$ cat config.mk
export PLATFORM = sky130hd
export DESIGN_NAME = ctrl_core_lim
export DESIGN_NICKNAME = d
export VERILOG_FILES = /design/src/rtl/ctrl_core_lim.sv
export SDC_FILE = /design/constraint.sdc
export NUM_CORES = 1
export LEC_CHECK = 0
export ABC_AREA = 0
export CORE_UTILIZATION = 28
export CTS_CLUSTER_DIAMETER = 80
export DETAILED_ROUTE_END_ITERATION = 10
export PLACE_DENSITY = 0.54
export SLEW_MARGIN = 30
export SYNTH_ARGS = -nofsm -noshare
export SYNTH_HDL_FRONTEND = slang
export SYNTH_SLANG_ARGS = --single-unit
$ cat constraint.sdc
create_clock -name clk -period 5.97 [get_ports clk]
set_input_delay 1.4925 -clock clk [delete_from_list [all_inputs] [get_ports clk]]
set_output_delay 1.4925 -clock clk [all_outputs]
set_load 0.05 [all_outputs]
$ cat src/rtl/ctrl_core_lim.sv
// ctrl_core_lim: top-level controller of a bin-oriented SAT core.
// Sequences BCP -> DECISION / ANALYSIS -> BKT loops, counts conflicts against
// an optional budget and reports SAT / UNSAT / ABORT for the loaded bin.
//
// Ports
//   clk, rst               clock, synchronous active-high reset
//   start_core_i, kill_i   run start (ignored while busy), abandon run
//   conflict_limit_i       conflict budget, 0 = unlimited
//   cur_bin_num_i          id of the loaded bin
//   start_*_o / done_*_i   one-cycle start pulses and completion strobes for
//                          the imply, decision, analyze and backtrack engines
//   conflict_i, all_c_is_sat_i, bkt_bin_num_i  engine status
//   busy_o, done_core_o    run in progress, one-cycle completion pulse
//   result_o               0 none, 1 SAT, 2 UNSAT, 3 ABORT
//   conflict_cnt_o         conflicts counted in the current run
//
// Optional feature: define CTRL_CORE_LIM_STATS_EN to add decision_cnt_o and
// cycle_cnt_o (32-bit saturating run statistics).
module ctrl_core_lim #(
   parameter int WIDTH_BIN_ID = 10,
   parameter int WIDTH_LVL    = 16,
   parameter int WIDTH_CNT    = 16
) (
   input  logic                    clk,
   input  logic                    rst,
   input  logic                    start_core_i,
   input  logic                    kill_i,
   input  logic [WIDTH_CNT-1:0]    conflict_limit_i,
   input  logic [WIDTH_BIN_ID-1:0] cur_bin_num_i,
   output logic                    start_imply_o,
   input  logic                    done_imply_i,
   input  logic                    conflict_i,
   output logic                    start_decision_o,
   input  logic                    done_decision_i,
   input  logic                    all_c_is_sat_i,
   output logic                    start_analyze_o,
   input  logic                    done_analyze_i,
   input  logic [WIDTH_BIN_ID-1:0] bkt_bin_num_i,
   output logic                    start_bkt_o,
   input  logic                    done_bkt_i,
   output logic                    busy_o,
   output logic                    done_core_o,
   output logic [1:0]              result_o,
   output logic [WIDTH_CNT-1:0]    conflict_cnt_o
`ifdef CTRL_CORE_LIM_STATS_EN
   ,
   output logic [31:0]             decision_cnt_o,
   output logic [31:0]             cycle_cnt_o
`endif
);

   typedef enum logic [2:0] {
      S_IDLE, S_BCP, S_DECISION, S_ANALYSIS, S_BKT, S_FINISH
   } state_t;

   localparam logic [1:0] RES_NONE  = 2'd0;
   localparam logic [1:0] RES_SAT   = 2'd1;
   localparam logic [1:0] RES_UNSAT = 2'd2;
   localparam logic [1:0] RES_ABORT = 2'd3;

   // Decision levels are tracked by the engines, not here; the width is kept
   // for interface compatibility with the rest of the core.
   if (WIDTH_LVL < 1) begin : g_lvl_width_invalid
   end

   state_t                 state_q, state_d;
   logic [1:0]             result_q, result_d;
   logic [WIDTH_CNT-1:0]   cnt_q, cnt_d;
   logic [WIDTH_CNT-1:0]   cnt_inc;
   logic                   exhausted;
   // High in the first cycle after any state change; qualifies start pulses.
   logic                   first_q, first_d;
   logic                   kill_run;

   always_comb begin
      state_d   = state_q;
      result_d  = result_q;
      cnt_d     = cnt_q;
      cnt_inc   = (cnt_q == '1) ? cnt_q : cnt_q + 1'b1;
      exhausted = (conflict_limit_i != '0) && (cnt_inc == conflict_limit_i);
      kill_run  = kill_i && (state_q != S_IDLE);

      unique case (state_q)
         S_IDLE: if (start_core_i) begin
            state_d  = S_BCP;
            cnt_d    = '0;
            result_d = RES_NONE;
         end
         S_BCP: if (done_imply_i) begin
            // Conflict wins over all-satisfied.
            if (conflict_i) begin
               cnt_d = cnt_inc;
               if (exhausted) begin
                  state_d  = S_FINISH;
                  result_d = RES_ABORT;
               end else begin
                  state_d = S_ANALYSIS;
               end
            end else if (all_c_is_sat_i) begin
               state_d  = S_FINISH;
               result_d = RES_SAT;
            end else begin
               state_d = S_DECISION;
            end
         end
         S_DECISION: if (done_decision_i) begin
            if (all_c_is_sat_i) begin
               state_d  = S_FINISH;
               result_d = RES_SAT;
            end else begin
               state_d = S_BCP;
            end
         end
         S_ANALYSIS: if (done_analyze_i) begin
            if (bkt_bin_num_i == cur_bin_num_i) begin
               state_d = S_BKT;
            end else begin
               state_d  = S_FINISH;
               result_d = RES_UNSAT;
            end
         end
         S_BKT: if (done_bkt_i) state_d = S_DECISION;
         S_FINISH: state_d = S_IDLE;
         default: state_d = S_IDLE;
      endcase

      // Kill discards whatever the done inputs would have done this cycle.
      if (kill_run) begin
         state_d  = S_IDLE;
         result_d = result_q;
         cnt_d    = cnt_q;
      end

      first_d = (state_d != state_q);
   end

   always_ff @(posedge clk) begin
      if (rst) begin
         state_q  <= S_IDLE;
         result_q <= RES_NONE;
         cnt_q    <= '0;
         first_q  <= 1'b0;
      end else begin
         state_q  <= state_d;
         result_q <= result_d;
         cnt_q    <= cnt_d;
         first_q  <= first_d;
      end
   end

   assign start_imply_o    = first_q && (state_q == S_BCP);
   assign start_decision_o = first_q && (state_q == S_DECISION);
   assign start_analyze_o  = first_q && (state_q == S_ANALYSIS);
   assign start_bkt_o      = first_q && (state_q == S_BKT);
   assign busy_o           = (state_q != S_IDLE);
   assign done_core_o      = (state_q == S_FINISH);
   assign result_o         = result_q;
   assign conflict_cnt_o   = cnt_q;

`ifdef CTRL_CORE_LIM_STATS_EN
   logic [31:0] dec_cnt_q, dec_cnt_d;
   logic [31:0] cyc_cnt_q, cyc_cnt_d;

   always_comb begin
      dec_cnt_d = dec_cnt_q;
      cyc_cnt_d = cyc_cnt_q;
      if (state_q == S_IDLE && start_core_i) begin
         dec_cnt_d = '0;
         cyc_cnt_d = '0;
      end else begin
         if (state_q == S_DECISION && done_decision_i && !kill_run &&
             dec_cnt_q != '1)
            dec_cnt_d = dec_cnt_q + 32'd1;
         if (busy_o && cyc_cnt_q != '1)
            cyc_cnt_d = cyc_cnt_q + 32'd1;
      end
   end

   always_ff @(posedge clk) begin
      if (rst) begin
         dec_cnt_q <= '0;
         cyc_cnt_q <= '0;
      end else begin
         dec_cnt_q <= dec_cnt_d;
         cyc_cnt_q <= cyc_cnt_d;
      end
   end

   assign decision_cnt_o = dec_cnt_q;
   assign cycle_cnt_o    = cyc_cnt_q;
`else
   // Statistics counters are not built in this configuration.
`endif

endmodule

==> impl_metrics.env <==
export IMPL_status="finished, final reports clean"
export IMPL_root_buffer="clkbuf_8"
export IMPL_synth_cell_type_count=63
export IMPL_ys_seq_area_share_pct=20.16
export IMPL_cp_start_kind="flip-flop"
export IMPL_setup_violations=0
export IMPL_hold_buffers=0
export IMPL_peakVddDrop_mv=0.06703
export IMPL_htree_levels=1
export IMPL_hold_end="result_o[1]"
export IMPL_power_per_cell_area_mw_per_mm2=146.4
export IMPL_antenna_left=0
export IMPL_maxSlewHeadroom_pct=39.24
export IMPL_yosysWarnings=0
export IMPL_grt_ovfl_total=0
export IMPL_ys_async_sr_fraction_pct=0
export IMPL_placedCellCount=435
export IMPL_syn_inst=286
export IMPL_die_height_um=90.33
export IMPL_wirelength_mm=7.032
export IMPL_drc=0
export IMPL_gp_congestion=0.9537
export IMPL_r2r_start="conflict_cnt_o[0]"
export IMPL_final_layout_size_suffix_gt1_share_pct=7.059
export IMPL_max_freq_ghz=0.2274
export IMPL_clkTransAtPathRegs_ps=80
export IMPL_ctsLongestPathBuffers=2
export IMPL_whs_path_depth=2
export IMPL_cts_tree="yes"
export IMPL_r2r_end="result_o[1]"
export IMPL_preCtsSetupSlack_ps=1859
export IMPL_via_per_inst=5.451
export IMPL_rows=31
export IMPL_firstDrtPassIters=5
export IMPL_avgSynthCellArea_sq_um=7.638
export IMPL_path_class="reg -> out"
export IMPL_hp_start="result_o[1]"
export IMPL_cts_buffers_inserted=3
export IMPL_critical_path_required_ps=4480
export IMPL_pin_count=70
export IMPL_syn_area_sq_mm=0.002185
export IMPL_initial_core_util_pct=29.49
export IMPL_area_growth_pct=35.74
export IMPL_yosysTopAreaCellShare_pct=20.16
export IMPL_hpwl_mm=5.423
export IMPL_path_max_fanout=19
export IMPL_grt_pass1_wl_mm=11.07
export IMPL_min_path_type="reg -> reg"
export IMPL_multi_input_area_sq_mm=0.001633
export IMPL_core_area_sq_mm=0.007408
export IMPL_synth_top_cell_by_area="dfxtp_1"
export IMPL_cts_num_sinks=22
export IMPL_grt_max_degree=23
export IMPL_ys_ff_latch=22
export IMPL_seq_area_sq_um=440.4
export IMPL_clk_insertion_delay_late_ps=270
export IMPL_fill_cells=779
export IMPL_arrival_ps=2910
export IMPL_grtUsageTotal_pct=16.85
export IMPL_power_static_leakage_nw=0.9919
export IMPL_period_share_pct=73.67
export IMPL_vias=2393
export IMPL_cts_resized=0
export IMPL_drt_initial_drc_count=159
export IMPL_antenna_found_initial=0
export IMPL_drv_cap=0
export IMPL_die_area_sq_mm=0.008160
export IMPL_tns_ps=0
export IMPL_yosys_top_cells_area="dfxtp_1 (20%), xnor2_1 (7.2%), xor2_1 (6.8%)"
export IMPL_report_final_slew_viol_count=0
export IMPL_synth_edff_count=0
export IMPL_synth_ff_type="dfxtp_1"
export IMPL_r2r_setup_slack_ps=2530
export IMPL_final_nets=388
export IMPL_diodes=0
export IMPL_grt_pass1_vias=2140
export IMPL_rsz0062_at_grt="false"
export IMPL_worst_pin_slew_ps=908.6
export IMPL_timing_final_hold_violations=0
export IMPL_fin_ws_ps=1572
export IMPL_end_kind="primary output"
export IMPL_fin_crit_ps=4398
export IMPL_die_x_um=90.33
export IMPL_final_cells=439
export IMPL_reg2reg_depth=10
export IMPL_port_buffers=69
export IMPL_clock_skew_ps=0.9255
export IMPL_syn_nets=333
export IMPL_post_cts_buffers=0
export IMPL_total_power_w=0.0004342
export IMPL_drt_wirelength_per_cell_um=16.02
[layout by cell type (no fill, tap or decap), types with 3 or more instances in the layout]
master           netlist  routed
clkdlybuf4s50_1        0      69
nor2_1                24      24
nand2_1               23      23
dfxtp_1               22      22
a21oi_1               19      19
xnor2_1               18      18
xor2_1                17      17
o21ai_0               16      16
nor3_1                13      13
nand3_1                8       8
nor2b_1                7       7
nor4_1                 7       7
and3_1                 6       6
nand4_1                6       6
a31oi_1                6       6
nand2b_1               5       5
inv_1                  4       4
a211o_1                4       4
clkbuf_8               0       4
o22ai_1                3       3
and4_1                 3       3
nand4_4                3       3
nor3b_1                3       3
a32oi_1                3       3
[per-stage QoR]
step | area (sq um) | hold slack [ps] | utilization (%)
3_3_place_gp | 2910 | 472.7 | 39.28
6_report | 2965 | 483.9 | 40.03
3_5_place_dp | 2910 | 478.3 | 39.28
4_1_cts | 2965 | 489.3 | 40.03
2_1_floorplan | 2185 | 677.3 | -
5_1_grt | 2965 | 504.6 | 40.03
[how the worst max path moves through the flow]
stage | end | from | slack (ps) | cells past startpoint
after detailed placement | start_imply_o | state_q[0] | 1860 | 4
after floorplan | result_o[1] | conflict_cnt_o[1] | 2690 | 10
after CTS | start_imply_o | state_q[0] | 1550 | 4
after global routing | start_imply_o | state_q[0] | 1390 | 4
final | start_imply_o | state_q[0] | 1570 | 4
after global placement | start_imply_o | state_q[0] | 1920 | 4
[worst max-delay path, stage by stage, from the launching register on]
cell and delay, ps:
dfxtp_1 680, nor2b_1 330, nor2b_1 600, and2_1 220, clkdlybuf4s50_1 790
[power by group]
part | internal [W] | switching, W
logic | 0.0000714 | 0.0000880
registers | 0.000152 | 0.0000110
clock network | 0.0000589 | 0.0000530
total | 0.000282 | 0.000152
[layout make-up]
type                       instances  area share, %
clock buffer                       4          1.857
inverter                           4         0.5063
multi-input combinational        240          55.06
sequential                        22          14.85
tap                               99          4.177
timing repair buffer              70          23.54
[synth_stat cells, types with 2 or more instances]
library cell,n
nor2_1,24
nand2_1,23
dfxtp_1,22
a21oi_1,19
xnor2_1,18
xor2_1,17
o21ai_0,16
nor3_1,13
buf_2,9
nand3_1,8
clkbuf_1,7
nor2b_1,7
nor4_1,7
a31oi_1,6
and3_1,6
nand4_1,6
nand2b_1,5
a211o_1,4
inv_1,4
a32oi_1,3
and4_1,3
nand4_4,3
nor3b_1,3
o22ai_1,3
a211oi_1,2
a311oi_1,2
and2_1,2
buf_4,2
clkbuf_2,2
mux2i_1,2
nand4_2,2
nor3_2,2
o2111ai_1,2
o21bai_1,2
or3_1,2
[routing by layer]
metal / GRT usage, % / routed length [um] / vias to the layer above
met3: 2.609 / 349 / 10
met2: 26.02 / 3183 / 77
met5: 0 / 0 / -
met1: 24.49 / 3399 / 1128
li1: - / - / 1178
met4: 3.629 / 100 / 0
[flip-flops by register name (all words and copies together) (netlist names)]
| signal | count |
|---|---|
| conflict_cnt_o | 16 |
| first_q | 1 |
| result_o | 2 |
| state_q | 3 |
[cells by family (layout without fill, tap and decap cells)]
| group | count (synthesis) | in the layout | synth area share (%) |
|---|---|---|---|
| AOI/OAI and AO/OA | 78 | 78 | 24.74 |
| xor gates and xnor gates | 35 | 35 | 14.03 |
| adders and majority gates | 1 | 1 | 0.5726 |
| buffers and inverters | 24 | 78 | 5.097 |
| DFF | 22 | 22 | 20.16 |
| muxes | 2 | 2 | 0.9164 |
| and+or+nand+nor | 124 | 124 | 34.48 |
No activity file was read; power rests on OpenSTA's default activity.
